==> src/rtl/pr_pkg.sv <==
`default_nettype none
// ---------------------------------------------------------------------------
// pr_pkg
// Shared defaults and output-shape encodings for the priority decoder.
// Revision: 1.0
// ---------------------------------------------------------------------------
package pr_pkg;

  // Default decoded word width.
  localparam int NUM_SIZE_DEFAULT = 16;

  // Output shape selected by the mode input.
  typedef enum logic {
    MODE_ONEHOT = 1'b0,
    MODE_THERMO = 1'b1
  } mode_e;

endpackage : pr_pkg
`default_nettype wire

==> src/rtl/pr_dec_core.sv <==
`default_nettype none
// ---------------------------------------------------------------------------
// pr_dec_core
// Combinational decode of a priority index into a one-hot or thermometer
// word. An index beyond the word width yields an all-zero word and err.
// Revision: 1.0
// ---------------------------------------------------------------------------
module pr_dec_core
  import pr_pkg::*;
#(
  parameter int NUM_SIZE = NUM_SIZE_DEFAULT,
  parameter int OUT_SIZE = $clog2(NUM_SIZE)
) (
  input  logic [OUT_SIZE-1:0] idx,
  input  logic                mode,
  output logic [NUM_SIZE-1:0] num,
  output logic                err
);

  // Build the word bit by bit; thermometer fills idx..0, one-hot only idx.
  always_comb begin
    num = '0;
    err = 1'b0;
    if (int'(idx) >= NUM_SIZE) begin
      err = 1'b1;
    end else begin
      for (int i = 0; i < NUM_SIZE; i++) begin
        if (mode == MODE_THERMO) begin
          num[i] = (i <= int'(idx));
        end else begin
          num[i] = (i == int'(idx));
        end
      end
    end
  end

endmodule : pr_dec_core
`default_nettype wire

==> src/rtl/pr_decoder.sv <==
`default_nettype none
// ---------------------------------------------------------------------------
// pr_decoder
// Registered priority-index decoder with a two-entry (output + skid)
// ready/valid buffer and a sticky out-of-range flag.
// Revision: 1.0
// ---------------------------------------------------------------------------
module pr_decoder
  import pr_pkg::*;
#(
  parameter int NUM_SIZE = NUM_SIZE_DEFAULT,
  parameter int OUT_SIZE = $clog2(NUM_SIZE)
) (
  input  logic                clk,
  input  logic                rst_n,
  input  logic                in_valid,
  output logic                in_ready,
  input  logic [OUT_SIZE-1:0] idx,
  input  logic                mode,
  output logic                out_valid,
  input  logic                out_ready,
  output logic [NUM_SIZE-1:0] num,
  output logic                err,
  output logic                err_seen
);

  logic [NUM_SIZE-1:0] dec_num;
  logic                dec_err;
  logic                skid_valid;
  logic [NUM_SIZE-1:0] skid_num;
  logic                skid_err;
  logic                accept;
  logic                out_free;

  pr_dec_core #(
    .NUM_SIZE (NUM_SIZE),
    .OUT_SIZE (OUT_SIZE)
  ) u_core (
    .idx  (idx),
    .mode (mode),
    .num  (dec_num),
    .err  (dec_err)
  );

  // in_ready is simply the inverse of the registered skid occupancy.
  assign in_ready = ~skid_valid;
  assign accept   = in_valid & in_ready;
  // The output register can take a new word when empty or draining now.
  assign out_free = ~out_valid | out_ready;

  // Output/skid buffer: skid refills the output first, so order is kept;
  // while the skid is full in_ready is low, so no accept collides with it.
  always_ff @(posedge clk) begin
    if (!rst_n) begin
      out_valid  <= 1'b0;
      num        <= '0;
      err        <= 1'b0;
      skid_valid <= 1'b0;
      skid_num   <= '0;
      skid_err   <= 1'b0;
    end else if (out_free) begin
      if (skid_valid) begin
        out_valid  <= 1'b1;
        num        <= skid_num;
        err        <= skid_err;
        skid_valid <= 1'b0;
      end else if (accept) begin
        out_valid <= 1'b1;
        num       <= dec_num;
        err       <= dec_err;
      end else begin
        out_valid <= 1'b0;
      end
    end else if (accept) begin
      skid_valid <= 1'b1;
      skid_num   <= dec_num;
      skid_err   <= dec_err;
    end
  end

  // Sticky error flag, set by any accepted out-of-range index.
  always_ff @(posedge clk) begin
    if (!rst_n) begin
      err_seen <= 1'b0;
    end else if (accept && dec_err) begin
      err_seen <= 1'b1;
    end
  end

endmodule : pr_decoder
`default_nettype wire

==> config.mk <==
export PLATFORM = sky130hd
export DESIGN_NAME = pr_decoder
export DESIGN_NICKNAME = d
export VERILOG_FILES = /design/src/rtl/pr_pkg.sv /design/src/rtl/pr_dec_core.sv /design/src/rtl/pr_decoder.sv
export SDC_FILE = /design/constraint.sdc
export NUM_CORES = 1
export LEC_CHECK = 0
export BUFFER_PORTS_ARGS = -buffer_cell sky130_fd_sc_hd__buf_4
export CAP_MARGIN = 20
export CORE_MARGIN = 3
export CORE_UTILIZATION = 25
export CTS_CLUSTER_DIAMETER = 200
export CTS_CLUSTER_SIZE = 8
export DETAILED_ROUTE_END_ITERATION = 10
export SLEW_MARGIN = 10
export SYNTH_ARGS = -nofsm -noshare
export SYNTH_HDL_FRONTEND = slang
export SYNTH_HIERARCHICAL = 1
export SYNTH_SLANG_ARGS = --single-unit
==> constraint.sdc <==
create_clock -name clk -period 3 [get_ports clk]
set_input_delay 0.6 -clock clk [delete_from_list [all_inputs] [get_ports clk]]
set_output_delay 0.6 -clock clk [all_outputs]
set_load 0.005 [all_outputs]
==> flow_metrics.env <==
export IMPL_status="finished, final reports clean"
export IMPL_ys_warn_count=6
export IMPL_detail_route_antenna_nets=0
export IMPL_path_class="flip-flop to flip-flop"
export IMPL_post_route_period_util_pct=62.9
export IMPL_slew_violations=0
export IMPL_critPathTopFamily="simple AND/OR/NAND/NOR gates"
export IMPL_grt_max_degree=38
export IMPL_io_buffers=28
export IMPL_grt_pass1_vias=1405
export IMPL_avgViaCountPerCell=4.54
export IMPL_hold_slack_ps=453
export IMPL_clock_path_buffers=2
export IMPL_synth_top_cells_by_area="dfxtp_1 39%, mux2i_1 9.0%, o211a_1 9.0%, a21boi_1 7.9%, nand2_1 7.5%"
export IMPL_synth_edf_count=0
export IMPL_synth_top_area_share_pct=39.1
export IMPL_grt_overflow=0
export IMPL_cts_resized_gates=0
export IMPL_drtPass1Iterations=4
export IMPL_drive_above_1_share_pct=19.8
export IMPL_min_path_type="flip-flop to flip-flop"
export IMPL_cts_sink_count=37
export IMPL_die_w_um=93.0
export IMPL_clkTransAtPathRegs_ps=70
export IMPL_synth_area_um2=1890
export IMPL_rr_worst_depth=4
export IMPL_vias=1480
export IMPL_post_route_min_period_ps=1890
export IMPL_syn_avg_cell_area_um2=8.98
export IMPL_final_common_cell="nand2_1"
export IMPL_place_congestion=0.737
export IMPL_worstPathArrival_ps=2120
export IMPL_die_area_um2=8660
export IMPL_relSlewSlack_pct=47.5
export IMPL_tightest_slew_ps=783
export IMPL_antenna_found_initial=0
export IMPL_pwr_density_cell_nw_per_um2=468
export IMPL_clock_latency_ps=290
export IMPL_mostFrequentLayoutCells="38 x nand2_1, 37 x dfxtp_1, 30 x buf_4, 20 x a21boi_1, 18 x nand3_1"
export IMPL_dieHeight_um=93.0
export IMPL_routedWlPerCell_um=12.4
export IMPL_async_flop_share_pct=0
export IMPL_synthFlopType="dfxtp_1"
export IMPL_final_nets=235
export IMPL_hold_path_depth=2
export IMPL_fin_tns_setup_ps=0
export IMPL_cts_tree="done"
export IMPL_drc_errors=0
export IMPL_cap_violations=0
export IMPL_synth_seq_area_share_pct=39.1
export IMPL_syn_num_nets=220
export IMPL_cp_max_fo=18
export IMPL_coreArea_um2=7290
export IMPL_final_setup_worst_slack_ps=1110
export IMPL_grt_pass1_wl_um=6890
export IMPL_max_stage_delay_ps=560
export IMPL_grt_use_total_pct=9.85
export IMPL_dpl_worst_slack_ps=1110
export IMPL_hpwl_um=2740
export IMPL_p_leak_nw=0.944
export IMPL_fmax_mhz=530
export IMPL_drt_iter0_drc=43
export IMPL_n_antenna_cell=0
export IMPL_irDropWorstVdd_mv=0.298
export IMPL_ys_types=40
export IMPL_htree_levels=2
export IMPL_cts_made_buffers=5
export IMPL_cp_num_buf_inv=1
export IMPL_path_cells="buf_4, or2_1, and2_4, o211a_1"
export IMPL_postCtsSetupRepairBufs=0
export IMPL_rows=31
export IMPL_synth_cells=211
export IMPL_io_pins=29
export IMPL_hold_viol=0
export IMPL_start_util_pct=26.0
export IMPL_r2r_slack_ps=1110
export IMPL_synth_area_leader_cell="dfxtp_1"
export IMPL_fin_util_pct=30.0
export IMPL_dp_cells=318
export IMPL_wirelength_um=4030
export IMPL_fin_worst_skew_ps=6.51
export IMPL_setup_viol=0
export IMPL_clk_root_buffer_cell="clkbuf_8"
export IMPL_syn_to_final_growth_pct=15.5
export IMPL_grt_setup_unrepaired="false"
export IMPL_required_ps=3230
export IMPL_path_depth=4
export IMPL_crit_slowest_cell="or2_1"
export IMPL_cp_end_kind="flip-flop"
export IMPL_hold_buffers=0
export IMPL_crit_path_start_kind="flip-flop"
export IMPL_finalNonFillerCells=326
export IMPL_synth_seq_cells=37
## kinds of logic (layout without fill, tap and decap cells)
logic type | count (synthesis) | count (layout) | synth area share [%]
multiplexers | 18 | 18 | 9.58
flip-flops | 37 | 37 | 39.1
AND/OR/NAND/NOR | 77 | 77 | 20.0
AO/OA/AOI/OAI | 53 | 53 | 23.2
other | 1 | 1 | 0.198
buffers and inverters | 25 | 41 | 7.93
## worst paths after layout
path               startpoint          end
setup reg to reg   skid_valid       num[3]
hold / removal    skid_num[1]  skid_num[1]
hold reg to reg   skid_num[1]  skid_num[1]
setup / recovery   skid_valid       num[3]
## registers in the layout, indices dropped and copies added, names as in the netlist
signal,flops
err_seen,1
skid_err,1
out_valid,1
err,1
skid_num,16
skid_valid,1
num,16
## metal layers
| metal | routed length (um) | share of wire [%] | track usage, % | vias up |
|---|---|---|---|---|
| met5 | 0 | 0 | 0 | - |
| met4 | 46 | 1.1 | 2.93 | 0 |
| met3 | 215 | 5.3 | 3.14 | 5 |
| met2 | 1840 | 46 | 15.7 | 25 |
| met1 | 1930 | 48 | 12.7 | 684 |
| li1 | - | - | - | 766 |
## worst min-delay path, stage by stage, from the launching register on
cell	delay, ps
dfxtp_1	310
nand2_1	50
a21boi_1	50
## area by class of cell
| class | count | area [um2] |
|---|---|---|
| fillers | 819 | 5100 |
| multi-input cells | 149 | 1000 |
| flip-flops and latches | 37 | 741 |
| repair buffers | 30 | 225 |
| well taps | 99 | 124 |
| clock buffers | 6 | 72.6 |
| inverters | 3 | 11.3 |
| clock inverters | 2 | 10.0 |
## cell usage after synthesis, types with 5 or more instances
cell type and count:
dfxtp_1 37, buf_2 6, mux2i_1 17, clkbuf_1 8
a21oi_1 5, buf_6 5, nand3_1 18, a21boi_1 20
nand2_1 38, o211a_1 17
## report_power, final
group	switching [W]	total, W	internal, W
registers	0.0000126	0.000528	0.000516
clock network	0.000174	0.000335	0.000161
logic	0.0000827	0.000161	0.0000779
## per-stage QoR
step                      instance area, um2  power [W]
final                                   2190    0.00102
after global routing                    2190    0.00109
after CTS                               2190    0.00104
after detailed placement                2100   0.000704
after global placement                  2100   0.000701
after floorplan                         1890   0.000650
No activity file was read; power rests on OpenSTA's default activity.
